**src/rtl/wire_logic_pkg.sv**
```systemverilog
// Shared types and helpers for the pipelined three-input bitwise logic block.
// Functions operate on a 64-bit maximum width; callers zero-extend and truncate.
package wire_logic_pkg;

  localparam int COUNT_W = 16;
  localparam int MAX_W   = 64;
  localparam int POP_W   = 7;

  typedef enum logic [1:0] {
    MODE_AO   = 2'd0,
    MODE_OA   = 2'd1,
    MODE_XOR3 = 2'd2,
    MODE_MAJ  = 2'd3
  } logic_mode_e;

  function automatic logic [MAX_W-1:0] logic_apply(
    input logic_mode_e      mode,
    input logic [MAX_W-1:0] a,
    input logic [MAX_W-1:0] b,
    input logic [MAX_W-1:0] d
  );
    logic [MAX_W-1:0] r;
    r = '0;
    case (mode)
      MODE_AO:   r = (a & b) | d;
      MODE_OA:   r = (a | b) & d;
      MODE_XOR3: r = a ^ b ^ d;
      MODE_MAJ:  r = (a & b) | (a & d) | (b & d);
      default:   r = '0;
    endcase
    return r;
  endfunction

  function automatic logic [POP_W-1:0] popcount(input logic [MAX_W-1:0] v);
    logic [POP_W-1:0] cnt;
    cnt = '0;
    for (int i = 0; i < MAX_W; i++) begin
      cnt = cnt + POP_W'(v[i]);
    end
    return cnt;
  endfunction

endpackage

```
**src/rtl/wire_logic_stage.sv**
```systemverilog
// One pipeline slice: valid + data register with valid/ready on both sides.
// Latency 1 cycle; ready to upstream when empty or when the downstream takes the held item.
module wire_logic_stage #(
  parameter int W = 8
) (
  input  logic         clk_i,
  input  logic         rst_ni,
  input  logic         in_valid,
  output logic         in_ready,
  input  logic [W-1:0] in_data,
  output logic         out_valid,
  input  logic         out_ready,
  output logic [W-1:0] out_data
);

  logic         valid_q;
  logic [W-1:0] data_q;

  // An empty slice always loads, so bubbles collapse under a downstream stall.
  assign in_ready  = !valid_q || out_ready;
  assign out_valid = valid_q;
  assign out_data  = data_q;

  always_ff @(posedge clk_i or negedge rst_ni) begin
    if (!rst_ni) begin
      valid_q <= 1'b0;
      data_q  <= '0;
    end else if (in_ready) begin
      valid_q <= in_valid;
      if (in_valid) begin
        data_q <= in_data;
      end
    end
  end

endmodule

```
**src/rtl/wire_logic_pipe.sv**
```systemverilog
// Evaluates a mode-selected bitwise (A,B,D) function and carries the result through STAGES slices.
// Result on valid_o STAGES cycles after acceptance; stalls hold outputs, ready_o follows ready_i combinationally.
module wire_logic_pipe
  import wire_logic_pkg::*;
#(
  parameter int WIDTH  = 8,
  parameter int STAGES = 2
) (
  input  logic                       clk_i,
  input  logic                       rst_ni,
  input  logic                       valid_i,
  output logic                       ready_o,
  input  logic [1:0]                 mode_i,
  input  logic [WIDTH-1:0]           a_i,
  input  logic [WIDTH-1:0]           b_i,
  input  logic [WIDTH-1:0]           d_i,
  output logic                       valid_o,
  input  logic                       ready_i,
  output logic [WIDTH-1:0]           e_o,
  output logic [$clog2(WIDTH+1)-1:0] ones_o,
  output logic [COUNT_W-1:0]         count_o
);

  localparam int ONES_W = $clog2(WIDTH+1);

  logic [STAGES:0] vld;
  logic [STAGES:0] rdy;
  logic [WIDTH-1:0] dat [STAGES+1];
  logic [COUNT_W-1:0] count_q;

  // Function is evaluated once at the input; slices only carry the result.
  assign vld[0] = valid_i;
  assign dat[0] = WIDTH'(logic_apply(logic_mode_e'(mode_i),
                                     MAX_W'(a_i), MAX_W'(b_i), MAX_W'(d_i)));
  assign ready_o = rdy[0];

  for (genvar k = 0; k < STAGES; k++) begin : g_slice
    wire_logic_stage #(
      .W(WIDTH)
    ) u_stage (
      .clk_i    (clk_i),
      .rst_ni   (rst_ni),
      .in_valid (vld[k]),
      .in_ready (rdy[k]),
      .in_data  (dat[k]),
      .out_valid(vld[k+1]),
      .out_ready(rdy[k+1]),
      .out_data (dat[k+1])
    );
  end

  assign rdy[STAGES] = ready_i;
  assign valid_o     = vld[STAGES];
  assign e_o         = dat[STAGES];
  assign ones_o      = ONES_W'(popcount(MAX_W'(dat[STAGES])));
  assign count_o     = count_q;

  always_ff @(posedge clk_i or negedge rst_ni) begin
    if (!rst_ni) begin
      count_q <= '0;
    end else if (vld[STAGES] && ready_i) begin
      count_q <= count_q + 1'b1;
    end
  end

endmodule

```
**config.mk**
```make
export PLATFORM = sky130hd
export DESIGN_NAME = wire_logic_pipe
export DESIGN_NICKNAME = d
export VERILOG_FILES = /design/src/rtl/wire_logic_pkg.sv /design/src/rtl/wire_logic_stage.sv /design/src/rtl/wire_logic_pipe.sv
export SDC_FILE = /design/constraint.sdc
export NUM_CORES = 1
export LEC_CHECK = 0
export CELL_PAD_IN_SITES_DETAIL_PLACEMENT = 0
export CELL_PAD_IN_SITES_GLOBAL_PLACEMENT = 1
export CORE_AREA = 2 2 73 89
export CTS_CLUSTER_DIAMETER = 40
export DETAILED_ROUTE_END_ITERATION = 7
export DIE_AREA = 0 0 75 91
export HOLD_SLACK_MARGIN = 0.1
export PLACE_DENSITY_LB_ADDON = 0.1
export SLEW_MARGIN = 20
export SYNTH_ARGS = -nofsm -noshare
export SYNTH_HDL_FRONTEND = slang
export SYNTH_SLANG_ARGS = --single-unit
```
**constraint.sdc**
```tcl
create_clock -name clk_i -period 5.7 [get_ports clk_i]
set_clock_uncertainty 0.2 [all_clocks]
set_input_delay 0.855 -clock clk_i [delete_from_list [all_inputs] [get_ports clk_i]]
set_output_delay 0.855 -clock clk_i [all_outputs]
set_load 0.02 [all_outputs]
```
==> impl_metrics.toml, run 1 <==
[grt]
grt_pass1_wl_um = 6800
antenna_found_initial = 0
gr-total-overflow = 0
grt_max_degree = 35
grt_pass1_vias = 1514
grt_use_total_pct = 12.7

[die]
dieArea_sq_um = 6830
coreArea_sq_um = 5930
fp-row-count = 31
ios = 60
die_h_um = 91
die_w_um = 75
initial_utilization_pct = 39.0

[detailed_routing]
routedWlPerCell_um = 11.3
num_vias = 1630
drtAntennaViolNets = 0
drc = 0
drt-pass1-iter-count = 4
drtIter0Drc = 47
via_per_inst = 4.54
wl_um = 4070

[cts]
clk_pin_slew_ps = 70
cts_tree = "done"
cts_sinks = 34
clock_latency_ps = 280
ctsResizeCount = 0
postCtsSetupBuffers = 0
htree_num_levels = 2
holdBufCountCts = 0
cts_inserted_buffers = 5
clock-root-buffer = "clkbuf_8"
cts_max_path_buffers = 2

[yosys]
synth.distinct_cells = 30
synth_edf_count = 0
yosysSeqAreaShare_pct = 36.8
yosys.area_share.simple_pct = 12.6
synth_fa_ha_area_share_pct = 21.2
syn_area_sq_um = 2310
async_flop_share_pct = 100
ys_ff_latch = 34
synth_compound_area_share_pct = 6.27
ys.flop_type = "dfrtp_1"
synth_cells = 224
avgSynthCellArea_sq_um = 10.3
muxShareOfSynthArea_pct = 8.22
synth_xor_area_share_pct = 6.05
synth_nets = 286
yosysWarningCount = 0
synth_top_family_by_area = "adder cells"

[finish]
final_cell_area_sq_um = 3060
syn2layout_area_growth_pct = 32.2
diodes = 0
drive_above_1_share_pct = 9.75
fin_nets = 338

[worst_setup_path]
rrSetupSlack_ps = 4000
arrival_ps = 3620
worstSetupPathType = "reg2out"
cp.required_ps = 4640
rr_worst_depth = 5
start_kind = "flip-flop"
endpoint_kind = "primary output"
cp_max_fo = 3

[timing]
post-route-min-period_ps = 4670
slew_headroom_pct = 53.5
grt_setup_unrepaired = "no"
tightest_slew_ps = 695
max_freq_ghz = 0.214
whs_ps = 276
post-route-period-util_pct = 82.0
hold_viol = 0
slew_violations = 0
finalSetupViolCount = 0
fin_setup_tns_ps = 0

[place]
placed_area_sq_um = 2920
hpwl_um = 3240
io_buffers = 59
place_congestion = 0.769

[power_and_ir_drop]
powerDensity_nw_per_um2 = 415
leakage_nw = 1.39
vdd_drop_max_v = 0.000279

[status]
outcome = "complete, no violations"

[run]
drv_cap = 0

[hold_path]
hp-class = "reg2reg"
min_path_cells = 1
## logic make-up after synthesis
logic type	after synthesis
AND/OR/NAND/NOR	57
AO/OA/AOI/OAI	24
XOR/XNOR	16
flip-flops	34
adder cells (fa/ha/maj)	32
multiplexers	17
buffers and inverters	44
## placed cells by master (no fill, tap or decap), types with 2 or more instances in the layout
master / instances
a211oi_1: 6
a21oi_1: 14
a31oi_1: 2
bufinv_16: 2
clkbuf_8: 6
clkdlybuf4s50_1: 59
dfrtp_1: 34
fa_1: 12
ha_1: 20
inv_1: 29
mux2_2: 16
nand2_1: 10
nand2b_1: 10
nand3_1: 4
nand4_1: 5
nor2_1: 20
nor3_1: 2
xnor2_1: 10
xor2_1: 6
## cell usage after synthesis, drive strengths merged (2+ instances only)
cell type / instances / share of area, %
clkbuf: 2 / 0.32
ha: 20 / 11
a211oi: 6 / 1.9
inv: 29 / 4.7
xnor2: 10 / 3.8
buf: 13 / 3.9
nand2b: 10 / 2.7
nand3: 4 / 0.86
a31oi: 2 / 0.54
mux2: 16 / 7.8
a21oi: 14 / 3.0
nand2: 10 / 1.6
dfrtp: 34 / 37
fa: 12 / 10
nor3: 3 / 1.1
nand4: 6 / 1.9
xor2: 6 / 2.3
nor2: 20 / 3.2
## layer usage
metal / vias to the layer above / part of all wire, % / GRT usage (%)
met5: - / 0 / 0
met2: 41 / 52 / 21.4
met1: 776 / 43 / 15.3
met3: 2 / 4.7 / 3.55
met4: 0 / 0.59 / 3.87
li1: 811 / - / -
## path summary, 6_finish.rpt
| kind | start | end |
|---|---|---|
| setup / recovery | g_slice[1].u_stage.out_data[0] | ones_o[2] |
| min in group asynchronous | rst_ni | count_o[13] |
| setup reg to reg | count_o[0] | count_o[14] |
| hold / removal | count_o[15] | count_o[15] |
| hold reg to reg | count_o[15] | count_o[15] |
| max in group asynchronous | rst_ni | g_slice[0].u_stage.out_data[7] |
## sequential cells by signal, summed over array words and instances (netlist names)
signal,count
g_slice.u_stage.out_data,16
count_o,16
g_slice.u_stage.out_valid,2
## cell type report
cell class	count	area, sq um
Timing Repair Buffer	60	598
Multi-Input combinational cell	146	1260
Fill cell	573	2870
Inverter	29	109
Clock buffer	6	82.6
Sequential cell	34	851
Clock inverter	2	60.1
Tap cell	82	103
## where the power goes
part	internal (W)	switching, W	total, W
combinational	0.000330	0.000326	0.000656
clock	0.000187	0.0000860	0.000273
sequential	0.000291	0.0000508	0.000342
## per-stage QoR
stage | instances | worst slack [ps] | utilization (%) | power (W)
floorplan | 224 | 1800 | - | 0.000743
global placement | 351 | 1360 | 49.2 | 0.00101
detailed placement | 351 | 1340 | 49.2 | 0.00101
CTS | 359 | 1000 | 51.6 | 0.00129
global route | 359 | 851 | 51.6 | 0.00136
finish | 359 | 1030 | 51.6 | 0.00127
## critical path, stage by stage, from the launching register on
cell and delay (ps):
dfrtp_1 410, fa_1 550, inv_1 50, fa_1 500
fa_1 420, inv_1 70, ha_1 160, inv_1 50
fa_1 370, xnor2_1 150, clkdlybuf4s50_1 620
Power figures use the tool's default switching activity.
==> inputs of run 2 (changes only) <==
--- a/config.mk
+++ b/config.mk
@@ -7,10 +7,10 @@
 export LEC_CHECK = 0
 export CELL_PAD_IN_SITES_DETAIL_PLACEMENT = 0
 export CELL_PAD_IN_SITES_GLOBAL_PLACEMENT = 1
-export CORE_AREA = 2 2 73 89
+export CORE_AREA = 2 2 75 91
 export CTS_CLUSTER_DIAMETER = 40
 export DETAILED_ROUTE_END_ITERATION = 7
-export DIE_AREA = 0 0 75 91
+export DIE_AREA = 0 0 77 93
 export HOLD_SLACK_MARGIN = 0.1
 export PLACE_DENSITY_LB_ADDON = 0.1
 export SLEW_MARGIN = 20
==> constraint.sdc (replaced) <==
create_clock -name clk_i -period 4.81 [get_ports clk_i]
set_clock_uncertainty 0.2 [all_clocks]
set_input_delay 0.7215 -clock clk_i [delete_from_list [all_inputs] [get_ports clk_i]]
set_output_delay 0.7215 -clock clk_i [all_outputs]
set_load 0.02 [all_outputs]
==> run 2 against run 1 <==
Die area increased by 4.9%. Final cell count increased by 0.56%. Global-route usage decreased by 0.72 points. Highest routed layer unchanged. Combinational power increased by 18%. Critical path type unchanged. Sequential power increased by 18%.
==> impl_metrics.toml, run 2 (synthesis results as in run 1) <==
[place]
place_congestion = 0.757
dp_slack_ps = 514
placed_area_sq_um = 2910
hpwl_um = 3150
io_buffers = 59

[grt]
antenna_found_initial = 0
grt_pass1_wl_um = 6940
grt_pass1_vias = 1557
grt_max_degree = 35
grt_use_total_pct = 12.0
gr-total-overflow = 0

[worst_setup_path]
start_kind = "flip-flop"
critPathBufInv = 4
critPathMostFrequentCell = "fa_1"
cp_top_family = "adder cells"
arrival_ps = 3600
endpoint_kind = "primary output"
slowest_stage = "clkdlybuf4s50_1"
r2r-start = "count_o[0]"
worstSetupPathType = "reg2out"
worstPathCellList = "fa_1 > inv_1 > fa_1 > fa_1 > inv_1 > ha_1 > inv_1 > fa_1 > xnor2_1 > clkdlybuf4s50_1"
crit_path_max_incr_delay_ps = 630
cp_max_fo = 3
rr_worst_depth = 5
cp.required_ps = 3890
rrSetupSlack_ps = 3130
rr_endpoint = "count_o[12]"

[cts]
postCtsSetupBuffers = 0
cts_max_path_buffers = 2
clk_pin_slew_ps = 70
ctsResizeCount = 0
holdBufCountCts = 0
cts_sinks = 34
cts_tree = "done"
htree_num_levels = 2
clock_latency_ps = 280
clock-root-buffer = "clkbuf_8"
cts_inserted_buffers = 5

[finish]
diodes = 0
syn2layout_area_growth_pct = 29.6
layout_commonest_cell = "clkdlybuf4s50_1"
fin_nets = 337
final_cell_area_sq_um = 3000
final_cell_mix = "clkdlybuf4s50_1, dfrtp_1, inv_1"
n_fill_cell = 653
drive_above_1_share_pct = 9.42
fin_util_pct = 47.4

[timing]
worst_slack_ps = 287
finalSetupViolCount = 0
slew_violations = 0
max_freq_ghz = 0.221
grt_setup_unrepaired = "no"
post-route-min-period_ps = 4520
tightest_slew_ps = 754
slew_headroom_pct = 49.7
post-route-period-util_pct = 94.0
whs_ps = 272
fin_setup_tns_ps = 0
hold_viol = 0

[power_and_ir_drop]
leakage_nw = 1.37
vdd_drop_max_v = 0.000320
powerDensity_nw_per_um2 = 463

[detailed_routing]
drtIter0Drc = 70
drc = 0
num_vias = 1615
drtAntennaViolNets = 0
via_per_inst = 4.47
routedWlPerCell_um = 11.0
drt-pass1-iter-count = 4
wl_um = 3960

[run]
drv_cap = 0

[hold_path]
whs_endpoint = "count_o[15]"
min_from = "count_o[15]"
min_path_cells = 1
hp-class = "reg2reg"

[die]
fp-row-count = 32
ios = 60
die_w_um = 77
coreArea_sq_um = 6330
initial_utilization_pct = 36.6
die_h_um = 93
dieArea_sq_um = 7160

[status]
outcome = "complete, no violations"
[run 2: cell count changes in the layout (fill, tap and decap cells not counted), sizes merged]
cell,delta
bufinv,-2
clkbuf,+1
clkdlybuf4s50,-1
clkinv,+1
[run 2: how the worst max path moves through the flow]
stage | from | end | slack [ps] | depth (start not counted)
detailed placement | g_slice[1].u_stage.out_data[0] | ones_o[2] | 510 | 10
global route | g_slice[1].u_stage.out_data[0] | ones_o[2] | 60 | 10
finish | g_slice[1].u_stage.out_data[0] | ones_o[2] | 290 | 10
floorplan | g_slice[1].u_stage.out_data[0] | ones_o[2] | 1040 | 9
global placement | g_slice[1].u_stage.out_data[0] | ones_o[2] | 580 | 10
CTS | g_slice[1].u_stage.out_data[0] | ones_o[2] | 220 | 10
[run 2: where the power goes]
group / internal (W) / total [W] / leakage, nW / switching [W]
Clock: 0.000115 / 0.000215 / 0.0482 / 0.0000997
Combinational: 0.000389 / 0.000771 / 0.903 / 0.000383
Sequential: 0.000345 / 0.000404 / 0.415 / 0.0000593
Total: 0.000849 / 0.00139 / 1.37 / 0.000542
[run 2: final cells by class]
| cell class | instances | area, sq um | share of cell area [%] |
|---|---|---|---|
| inverters | 29 | 109 | 3.63 |
| clock inverters | 1 | 5.00 | 0.167 |
| flip-flops and latches | 34 | 851 | 28.4 |
| well taps | 85 | 106 | 3.54 |
| multi-input cells | 146 | 1260 | 41.9 |
| clock buffers | 7 | 86.3 | 2.88 |
| repair buffers | 59 | 586 | 19.5 |
[run 2: routing by layer]
layer | share of wire, % | global-route usage (%)
met5 | 0 | 0
met4 | 1.7 | 4.02
met3 | 4.9 | 2.32
met2 | 49 | 20.5
met1 | 45 | 15.2
[run 2: stage by stage]
stage / cells / total power (W)
final: 361 / 0.00139
after global routing: 361 / 0.00152
after CTS: 361 / 0.00142
after detailed placement: 353 / 0.00121
after global placement: 353 / 0.00119
after floorplan: 224 / 0.000880
==> inputs of run 3 (changes only) <==
==> constraint.sdc (replaced) <==
create_clock -name clk_i -period 4.4 [get_ports clk_i]
set_clock_uncertainty 0.2 [all_clocks]
set_input_delay 0.66 -clock clk_i [delete_from_list [all_inputs] [get_ports clk_i]]
set_output_delay 0.66 -clock clk_i [all_outputs]
set_load 0.02 [all_outputs]
==> run 3 against run 2 <==
Combinational power grew 4.2%. Via count decreased by 0.25%. Worst hold slack worse by 23 ps. Count of clock-buffer cells in the layout unchanged. Die area unchanged. Setup slack lost 63 ps. Core utilization about the same. Non-clock buffer count unchanged. Flip-flop and latch count unchanged. Wire length grew 1.0%. Cell area barely moved. First-iteration DRC count fell by 27%. Largest cell class unchanged.
==> impl_metrics.toml, run 3 (synthesis results as in run 1) <==
[finish]
seqCellArea_sq_um = 851
diodes = 0
n_fill_cell = 649
fin_util_pct = 47.4
drive_above_1_share_pct = 9.42
multi_input_area_sq_um = 1260
final_cell_mix = "clkdlybuf4s50_1, dfrtp_1, inv_1"
layout_commonest_cell = "clkdlybuf4s50_1"
syn2layout_area_growth_pct = 29.5
fin_nets = 337

[power_and_ir_drop]
pwr-share-clk_pct = 15.8
powerDensity_nw_per_um2 = 494
leakage_nw = 1.37
power_w = 0.00148
vdd_drop_max_v = 0.000250
power_switching_w = 0.000591
swShare_pct = 39.9
p_seq_share_pct = 29.9
comb_power_share_pct = 54.3
p_int_w = 0.000889

[cts]
postCtsSetupBuffers = 0
clk_pin_slew_ps = 70
cts_inserted_buffers = 5
clock_latency_ps = 280
htree_num_levels = 2
holdBufCountCts = 0
cts_sinks = 34
clock-root-buffer = "clkbuf_8"
cts_tree = "done"
cts_max_path_buffers = 2

[timing]
tightest_slew_ps = 760
slew_headroom_pct = 49.4
fin_setup_tns_ps = 0
post-route-min-period_ps = 4180
finalSetupViolCount = 0
hold_viol = 0
whs_ps = 248
post-route-period-util_pct = 94.9
grt_setup_unrepaired = "no"
max_freq_ghz = 0.239
slew_violations = 0

[die]
fp-row-count = 32
initial_utilization_pct = 36.6
coreArea_sq_um = 6330
die_h_um = 93
die_w_um = 77
dieArea_sq_um = 7160
ios = 60

[detailed_routing]
drt-pass1-iter-count = 4
routedWlPerCell_um = 11.1
drc = 0
drtAntennaViolNets = 0
via_per_inst = 4.46
num_vias = 1611
wl_um = 4000
drtIter0Drc = 51

[grt]
top_usage_layer = "met2"
antenna_found_initial = 0
grt_use_total_pct = 12.2
use_met1_pct = 15.1
grt_pass1_wl_um = 7020
grt_pass1_vias = 1586
grtUsageMet3_pct = 2.61
grt_max_degree = 35
gr-total-overflow = 0
grt_use_met2_pct = 20.9

[hold_path]
hp-class = "in2async"

[worst_setup_path]
worstSetupPathType = "reg2out"
critPathMostFrequentCell = "fa_1"
arrival_ps = 3320
endpoint_kind = "primary output"
slowest_stage = "fa_1"
start_kind = "flip-flop"
cp.required_ps = 3540
critPathBufInv = 4
cp_max_fo = 3
cp_top_family = "adder cells"
crit_path_max_incr_delay_ps = 540
worstPathCellList = "fa_1 > inv_1 > fa_1 > fa_1 > inv_1 > ha_1 > inv_1 > fa_1 > xnor2_1 > dlygate4sd2_1"

[place]
place_congestion = 0.755
hpwl_um = 3160
io_buffers = 59

[run]
drv_cap = 0

[status]
outcome = "complete, no violations"
run 3: changes by cell type in the layout (fill, tap and decap cells not counted):
cell | previous run | this run
dlygate4sd2_1 | 0 | 2
clkdlybuf4s50_1 | 58 | 56
run 3: through the flow:
stage	instances	area, sq um	worst slack [ps]
floorplan	224	2310	693
global placement	353	2910	227
detailed placement	353	2910	179
CTS	361	3000	172
global route	361	3000	23.2
finish	361	3000	224
run 3: power by group through the flow:
stage	registers [W]	logic [W]	clock network (W)
6_report	0.000443	0.000803	0.000234
3_5_place_dp	0.000452	0.000866	0
2_1_floorplan	0.000470	0.000493	0
5_1_grt	0.000455	0.000900	0.000264
4_1_cts	0.000445	0.000824	0.000245
3_3_place_gp	0.000449	0.000856	0
run 3: final timing paths:
check                                          startpoint                              to  slack (ps)  cells past startpoint
min                                                rst_ni  g_slice[1].u_stage.out_data[2]         250                      1
max in group asynchronous                          rst_ni  g_slice[1].u_stage.out_data[5]        3260                      1
min reg2reg                                   count_o[15]                     count_o[15]         270                      1
max                        g_slice[1].u_stage.out_data[0]                       ones_o[2]         220                     10
min in group clk_i                            count_o[15]                     count_o[15]         270                      1
max reg2reg                                    count_o[0]                     count_o[12]        2710                      5
run 3: worst register-to-register path, stage by stage, from the launching register on:
cell     delay [ps]
dfrtp_1         410
ha_1            160
nand3_1         120
or2_1           350
nor3_4          210
xor2_1          160
run 3: timing repair:
action                                  CTS  global route
endpoints found under the setup margin    2             0
hold endpoints to repair                  0             0
gates resized for setup                   2             0
run 3: cell type report:
cell class                      count  share of cell area, %
Sequential cell                    34                   28.4
Timing Repair Buffer               59                   19.4
Multi-Input combinational cell    146                   41.9
Inverter                           29                   3.63
Clock inverter                      1                  0.167
Tap cell                           85                   3.55
Clock buffer                        7                   2.88
run 3: layer usage:
metal | wire length (um) | part of all wire (%)
met5 | 0 | 0
met4 | 30 | 0.75
met3 | 172 | 4.3
met2 | 2010 | 50
met1 | 1790 | 45
